`src/rtl/axi_sched_pkg.sv`:
```
// axi_sched_pkg: FSM states and one-hot grant encodings shared by the AXI transaction scheduler
package axi_sched_pkg;
  typedef enum logic [1:0] {IDLE, ADDR, DATA} sched_state_e;
  localparam logic [2:0] GNT_ARM0 = 3'b001;
  localparam logic [2:0] GNT_ARM1 = 3'b010;
  localparam logic [2:0] GNT_AWM1 = 3'b100;
endpackage

```
`src/rtl/rr_pick3.sv`:
```
// rr_pick3: combinational 3-way round-robin picker; ports req/last_gnt in, one-hot gnt out
module rr_pick3
  import axi_sched_pkg::*;
(
  input  logic [2:0] req,
  input  logic [2:0] last_gnt,
  output logic [2:0] gnt
);
  logic [1:0] s;
  logic [2:0] rot, p;
  // rotate so the requester right after last_gnt sits at bit 0, pick lowest, rotate back
  always_comb begin
    s = last_gnt == GNT_ARM0 ? 2'd1 : last_gnt == GNT_ARM1 ? 2'd2 : 2'd0;
    rot = s == 2'd1 ? {req[0], req[2:1]} : s == 2'd2 ? {req[1:0], req[2]} : req;
    p = rot[0] ? 3'b001 : rot[1] ? 3'b010 : rot[2] ? 3'b100 : 3'b000;
    gnt = s == 2'd1 ? {p[1:0], p[2]} : s == 2'd2 ? {p[0], p[2:1]} : p;
  end
endmodule

```
`src/rtl/axi_txn_scheduler.sv`:
```
// axi_txn_scheduler: grants one of M0 AR / M1 AR / M1 AW and holds it until the transaction completes.
// Ports: clk, rst (sync, active-high); request valids arvalid_m0/arvalid_m1/awvalid_m1;
// slave/master handshakes arready_s, awready_s, rvalid_s, rready_m, rlast_s, bvalid_s, bready_m;
// outputs gnt {awm1,arm1,arm0}, gnt_write, busy, timeout_err.
// Optional AXI_SCHED_TIMEOUT_EN: force release after TIMEOUT_CYCLES stalled DATA cycles.
module axi_txn_scheduler
  import axi_sched_pkg::*;
#(
  parameter int TIMEOUT_CYCLES = 256
) (
  input  logic       clk,
  input  logic       rst,
  input  logic       arvalid_m0,
  input  logic       arvalid_m1,
  input  logic       awvalid_m1,
  input  logic       arready_s,
  input  logic       awready_s,
  input  logic       rvalid_s,
  input  logic       rready_m,
  input  logic       rlast_s,
  input  logic       bvalid_s,
  input  logic       bready_m,
  output logic [2:0] gnt,
  output logic       gnt_write,
  output logic       busy,
  output logic       timeout_err
);
  sched_state_e state_q, state_d;
  logic [2:0] req, pick, gnt_d, last_q, last_d;
  logic addr_hs, done, tmo;
  assign req = {awvalid_m1, arvalid_m1, arvalid_m0};
  rr_pick3 u_pick (.req(req), .last_gnt(last_q), .gnt(pick));
  // only the grantee's own valid/ready pair counts
  assign addr_hs = ((gnt[0] & arvalid_m0) | (gnt[1] & arvalid_m1)) & arready_s
                 | gnt[2] & awvalid_m1 & awready_s;
  assign done = gnt[2] ? bvalid_s & bready_m : rvalid_s & rready_m & rlast_s;
  assign gnt_write = gnt[2];
  assign busy = state_q != IDLE;
`ifdef AXI_SCHED_TIMEOUT_EN
  localparam int CNT_W = $clog2(TIMEOUT_CYCLES + 1);
  logic [CNT_W-1:0] cnt_q;
  logic terr_q;
  // completion in the final cycle takes precedence over the forced release
  assign tmo = state_q == DATA && !done && cnt_q == CNT_W'(TIMEOUT_CYCLES - 1);
  assign timeout_err = terr_q;
  always_ff @(posedge clk) begin
    if (rst) begin
      cnt_q <= '0;
      terr_q <= 1'b0;
    end else begin
      cnt_q <= state_q == ADDR && addr_hs ? '0 : state_q == DATA ? cnt_q + CNT_W'(1) : cnt_q;
      terr_q <= tmo;
    end
  end
`else
  assign tmo = 1'b0;
  assign timeout_err = 1'b0;
`endif
  always_comb begin
    state_d = state_q;
    gnt_d = gnt;
    last_d = last_q;
    case (state_q)
      IDLE: if (|req) begin
        state_d = ADDR;
        gnt_d = pick;
        last_d = pick;
      end
      ADDR: if (addr_hs) state_d = DATA;
      DATA: if (done || tmo) begin
        state_d = IDLE;
        gnt_d = '0;
      end
      default: begin
        state_d = IDLE;
        gnt_d = '0;
      end
    endcase
  end
  always_ff @(posedge clk) begin
    if (rst) begin
      state_q <= IDLE;
      gnt <= '0;
      last_q <= GNT_ARM1;
    end else begin
      state_q <= state_d;
      gnt <= gnt_d;
      last_q <= last_d;
    end
  end
endmodule
```
`config.mk`:
```
export PLATFORM = sky130hd
export DESIGN_NAME = axi_txn_scheduler
export DESIGN_NICKNAME = d
export VERILOG_FILES = /design/src/rtl/axi_sched_pkg.sv /design/src/rtl/rr_pick3.sv /design/src/rtl/axi_txn_scheduler.sv
export SDC_FILE = /design/constraint.sdc
export NUM_CORES = 1
export LEC_CHECK = 0
export ABC_CLOCK_PERIOD_IN_PS = 1600
export CAP_MARGIN = 20
export CORE_AREA = 8 8 45 47
export CTS_BUF_LIST = sky130_fd_sc_hd__clkbuf_16
export CTS_CLUSTER_SIZE = 25
export DETAILED_ROUTE_END_ITERATION = 7
export DIE_AREA = 0 0 53 55
export MAX_ROUTING_LAYER = met4
export PLACE_DENSITY = 0.67
export SLEW_MARGIN = 20
export SYNTH_ARGS = -nofsm -noshare
export SYNTH_HDL_FRONTEND = slang
export SYNTH_SLANG_ARGS = --single-unit
```
`constraint.sdc`:
```
create_clock -name clk -period 1.6 [get_ports clk]
set_input_delay 0.24 -clock clk [delete_from_list [all_inputs] [get_ports clk]]
set_output_delay 0.24 -clock clk [all_outputs]
set_load 0.02 [all_outputs]
```
== After elaboration in Yosys (flattened, before gate mapping) ==
Cells that the tools add are included.
W data, S select, Z words.

* Equal/unequal tests: 9
* Muxes and demuxes: 17
* Bitwise gates (word level): 11
* Reduce and logical (&&, ||, !) cells: 6

{| class="wikitable"
|+ Operators with widths
! operator !! number
|-
| $mux W3 || 9
|-
| $mux W2 || 5
|-
| $pmux W3 S3 || 1
|-
| $and A1 B1 Y1 || 8
|-
| $ne A2 B2 Y1 const B || 3
|-
| $pmux W2 S3 || 1
|-
| $reduce_and A3 Y1 || 2
|-
| $eq A2 B1 Y1 const B || 2
|-
| $eq A2 B2 Y1 const B || 2
|-
| $eq A3 B1 Y1 const B || 1
|-
| $eq A3 B2 Y1 const B || 1
|-
| $reduce_or A3 Y1 || 1
|-
| $logic_not A2 Y1 || 1
|-
| $or A1 B1 Y1 || 2
|-
| $reduce_and A2 Y1 || 1
|-
| $reduce_bool A2 Y1 || 1
|-
| $mux W1 || 1
|-
| $not A1 Y1 || 1
|}

* Register bits after elaboration: 8
* Input port bits: 12
* Output and inout port bits: 6
* Logic and storage cells: 46

== Longest topological paths before layout ==
* Depth after elaboration: 13
* Gate-level depth with buffers: 5

== By module ==
A second synthesis with hierarchy kept.

* Cells, all modules: 59
* Area, all modules: 499.2 um2

{| class="wikitable"
|+ Modules (own cells, without submodules)
! module !! instances !! cells an instance !! area each (um2)
|-
| axi_txn_scheduler || 1 || 48 || 401.6
|-
| rr_pick3 || 1 || 11 || 97.6
|}

== Worst setup path after synthesis ==
Ideal clock, no wire load.

* Path type: register to register
* Start point: reg last_q[1]
* End point: reg gnt[2]
* Data arrival time: 996 ps
* Required time: 1512 ps
* Path slack: 516 ps
* Cell stages (with the launch flop): 5
* Clock period less this slack: 1084 ps
* Path through: dfxtp_1 > nand2b_4 > o21a_1 > o22a_1 > o32ai_2

* Cells in the longest elaborated chain, start to end: 13

{| class="wikitable"
|+ Ends and longest elaborated chain
! element !! line !! source
|-
| start: declaration || axi_txn_scheduler.sv:29 || <nowiki>logic [2:0] req, pick, gnt_d, last_q, last_d;</nowiki>
|-
| start signal: assignment || axi_txn_scheduler.sv:88 || <nowiki>last_q <= last_d;</nowiki>
|-
| $eq A3 B2 Y1 || rr_pick3.sv:13 || <nowiki>s = last_gnt == GNT_ARM0 ? 2'd1 : last_gnt == GNT_ARM1 ? 2'd2 : 2'd0;</nowiki>
|-
| $mux W2 || rr_pick3.sv:13 ||
|-
| $mux W2 (*) || rr_pick3.sv:13 ||
|-
| $eq A2 B2 Y1 || rr_pick3.sv:14, rr_pick3.sv:16 ||
|-
| $mux W3 (2 in series) || rr_pick3.sv:14 || <nowiki>rot = s == 2'd1 ? {req[0], req[2:1]} : s == 2'd2 ? {req[1:0], req[2]} : req;</nowiki>
|-
| $mux W3 (3 in series) || rr_pick3.sv:15 || <nowiki>p = rot[0] ? 3'b001 : rot[1] ? 3'b010 : rot[2] ? 3'b100 : 3'b000;</nowiki>
|-
| $mux W3 || rr_pick3.sv:16 || <nowiki>gnt = s == 2'd1 ? {p[1:0], p[2]} : s == 2'd2 ? {p[0], p[2:1]} : p;</nowiki>
|-
| $mux W3 (*) || rr_pick3.sv:16 ||
|-
| $mux W3 (*) || axi_txn_scheduler.sv:64 || <nowiki>IDLE: if (|req) begin</nowiki>
|-
| $pmux W3 S3 (*) || axi_txn_scheduler.sv:63 || <nowiki>case (state_q)</nowiki>
|-
| end signal: assignment || axi_txn_scheduler.sv:87 || <nowiki>gnt <= gnt_d;</nowiki>
|-
| end: declaration || axi_txn_scheduler.sv:23 || <nowiki>output logic [2:0] gnt,</nowiki>
|}

Every way passes the cells marked *; elsewhere a longest branch is shown, timed or not. The select of a mux whose other input is x is not followed.
A chain may end at the register's enable or synchronous reset.

== Worst setup path in the final report ==
* Start point: reg gnt[2]
* End point: out gnt_write

{| class="wikitable"
|+ RTL lines
! element !! line !! source
|-
| end: declaration || axi_txn_scheduler.sv:24 || <nowiki>output logic gnt_write,</nowiki>
|}

No word-level cell between the ends.

==> flow_summary.yaml <==
yosys:
  syn_avg_cell_area_sq_um: 9.03
  synth.area.top_cells: "dfxtp_1, o32ai_4, a21oi_1"
  postSynthCellCount: 51
  async_reset_ff_frac: 0
  synth-main-ff-cell: "dfxtp_1"
  ys_seq_area_frac: 0.348
  ys_warn_count: 0
  synthesis.nets: 63
  synth-edff-count: 0
  synth_top_area_frac: 0.348
  synth_cell_types: 27
  synth-seq-cells: 8
  synth_largest_area_cell: "dfxtp_1"
  netlist_area_sq_um: 460
finish:
  drive_gt1_frac: 0.211
  final_util: 0.527
  stdcell_area_sq_um: 729
  n_antenna_cell: 0
  syn2layout_area_growth_pct: 58.4
  final.fill_count: 130
  multi_input_area_sq_um: 269
  final_common_cell: "clkdlybuf4s50_1"
  most-common-layout-cells: "clkdlybuf4s50_1, dfxtp_1, nand2_1"
  regArea_sq_um: 161
  nNetsFinal: 85
setup_path:
  worstSetupPathType: "reg2out"
  crit_slowest_cell: "clkdlybuf4s50_1"
  crit_path_end_kind: "output pin"
  start_kind: "flip-flop"
  path_buf_inv: 1
  crit_required_ps: 1360
  max_stage_delay_ps: 630
  crit_chain: "clkdlybuf4s50_1"
  worstPathArrival_ps: 1250
  cp-startpoint: "gnt[2]$_SDFFE_PP0P_"
  r2r_start: "state_q[0]$_SDFFE_PP0P_"
  critical_path.top_delay_family: "buffers and inverters"
  cp_max_fo: 5
drt:
  drtIter0Drc: 14
  wl_met2_microns: 617
  highest_layer: "met4"
  wl_met1_microns: 461
  avgRoutedWirePerCell_microns: 13.9
  dr.pass1.iters: 4
  avgViaCountPerCell: 5.10
  ant_nets: 0
  wl_met3_microns: 75
  wl_microns: 1210
  drt_drc_violations_left: 0
  via_count: 444
floorplan:
  num_io_pins: 18
  core-area_sq_mm: 0.00138
  fp.dieArea_sq_mm: 0.00292
  initial_core_util: 0.333
  rows: 14
  die_y_microns: 55
  die-width_microns: 53
sta:
  post-route-period-util: 0.931
  setup_viol: 0
  fin_worst_skew_ps: 2.22
  rsz0062_at_grt: "false"
  timing.hold.ws_ps: 486
  fin_tns_setup_ps: 0
  fmax_ghz: 0.671
  layout_min_cycle_time_ps: 1490
  finalHoldViolCount: 0
  slew_viol_final: 0
global_route:
  first_global_vias: 445
  grtUsageTotal: 0.101
  overflow: 0
  antenna_found_initial: 0
  grt_max_degree: 7
  grt_pass1_wl_microns: 1950
job:
  drv_cap: 0
placed_design:
  port_buffers: 16
  dpl_cell_area_sq_um: 651
  gp_congestion: 0.757
  hpwl_microns: 976
clock_network:
  htreeDepth: 1
  cts_buffers: 3
  clock_path_buffers: 2
  root_buffer: "clkbuf_16"
  clock_latency_ps: 230
  cts.sinks: 8
  postCtsSetupBuffers: 0
  cts_tree: "yes"
  cts.clk_slew.worst_paths_ps: 40
outcome:
  status: "complete, no violations"
min_path:
  hold_class: "reg2reg"
  worstHoldStart: "last_q[1]$_SDFFE_PP1P_"
power_and_ir_drop:
  p_leak_nw: 0.290
  power.density_mw_per_mm2: 1360
  p_total_mw: 0.994
  vdd.ir_drop.worst_mv: 0.710
worst paths after layout:
check	end	slack [ps]	depth (start not counted)
setup reg to reg	gnt[0]$_SDFFE_PP0P_	410	5
setup / recovery	gnt_write	110	1
hold / removal	last_q[1]$_SDFFE_PP1P_	490	2
hold reg to reg	last_q[1]$_SDFFE_PP1P_	490	2
area by class of cell:
type / instances / share of cell area
Clock buffer: 3 / 0.103
Inverter: 3 / 0.0154
Tap cell: 16 / 0.0274
Sequential cell: 8 / 0.221
Multi-Input combinational cell: 37 / 0.369
Timing Repair Buffer: 20 / 0.264
cell usage after synthesis (2+ instances only):
library cell / n
a21oi_1: 4
buf_4: 2
dfxtp_1: 8
inv_1: 3
nand2_1: 5
nand2b_1: 2
nand3_1: 4
nor2_1: 2
nor2_2: 2
o2bb2ai_1: 2
power by group:
part	switching, mW	total [mW]	internal [mW]
Combinational	0.139	0.293	0.155
Sequential	0.0407	0.278	0.237
Clock	0.100	0.422	0.322
metal layers:
| layer | global-route usage | vias to the layer above |
|---|---|---|
| met5 | - | - |
| met4 | 0.103 | 0 |
| met3 | 0.0401 | 5 |
| met2 | 0.170 | 10 |
| met1 | 0.0809 | 203 |
| li1 | - | 226 |
what timing repair did:
| item | CTS | global route |
|---|---|---|
| hold buffers | 0 | 0 |
| gates resized for setup | 1 | 1 |
| endpoints found under the hold margin | 0 | 0 |
| endpoints found under the setup margin | 1 | 1 |
sequential cells by signal (all words and copies together), names as in the netlist:
name     count
state_q      2
gnt          3
last_q       3
metrics by stage:
step | setup WS, ps | instances
6_report | 110 | 87
5_1_grt | 65.1 | 87
4_1_cts | 2.42 | 87
3_5_place_dp | 17.0 | 84
3_3_place_gp | 29.8 | 84
2_1_floorplan | 516 | 51
cell families after synthesis:
group                  share of synthesized area
other                                    0.00814
DFF                                        0.348
and+or+nand+nor                            0.258
buffers and inverters                     0.0679
AOI/OAI and AO/OA                          0.318
Power figures use the tool's default switching activity.
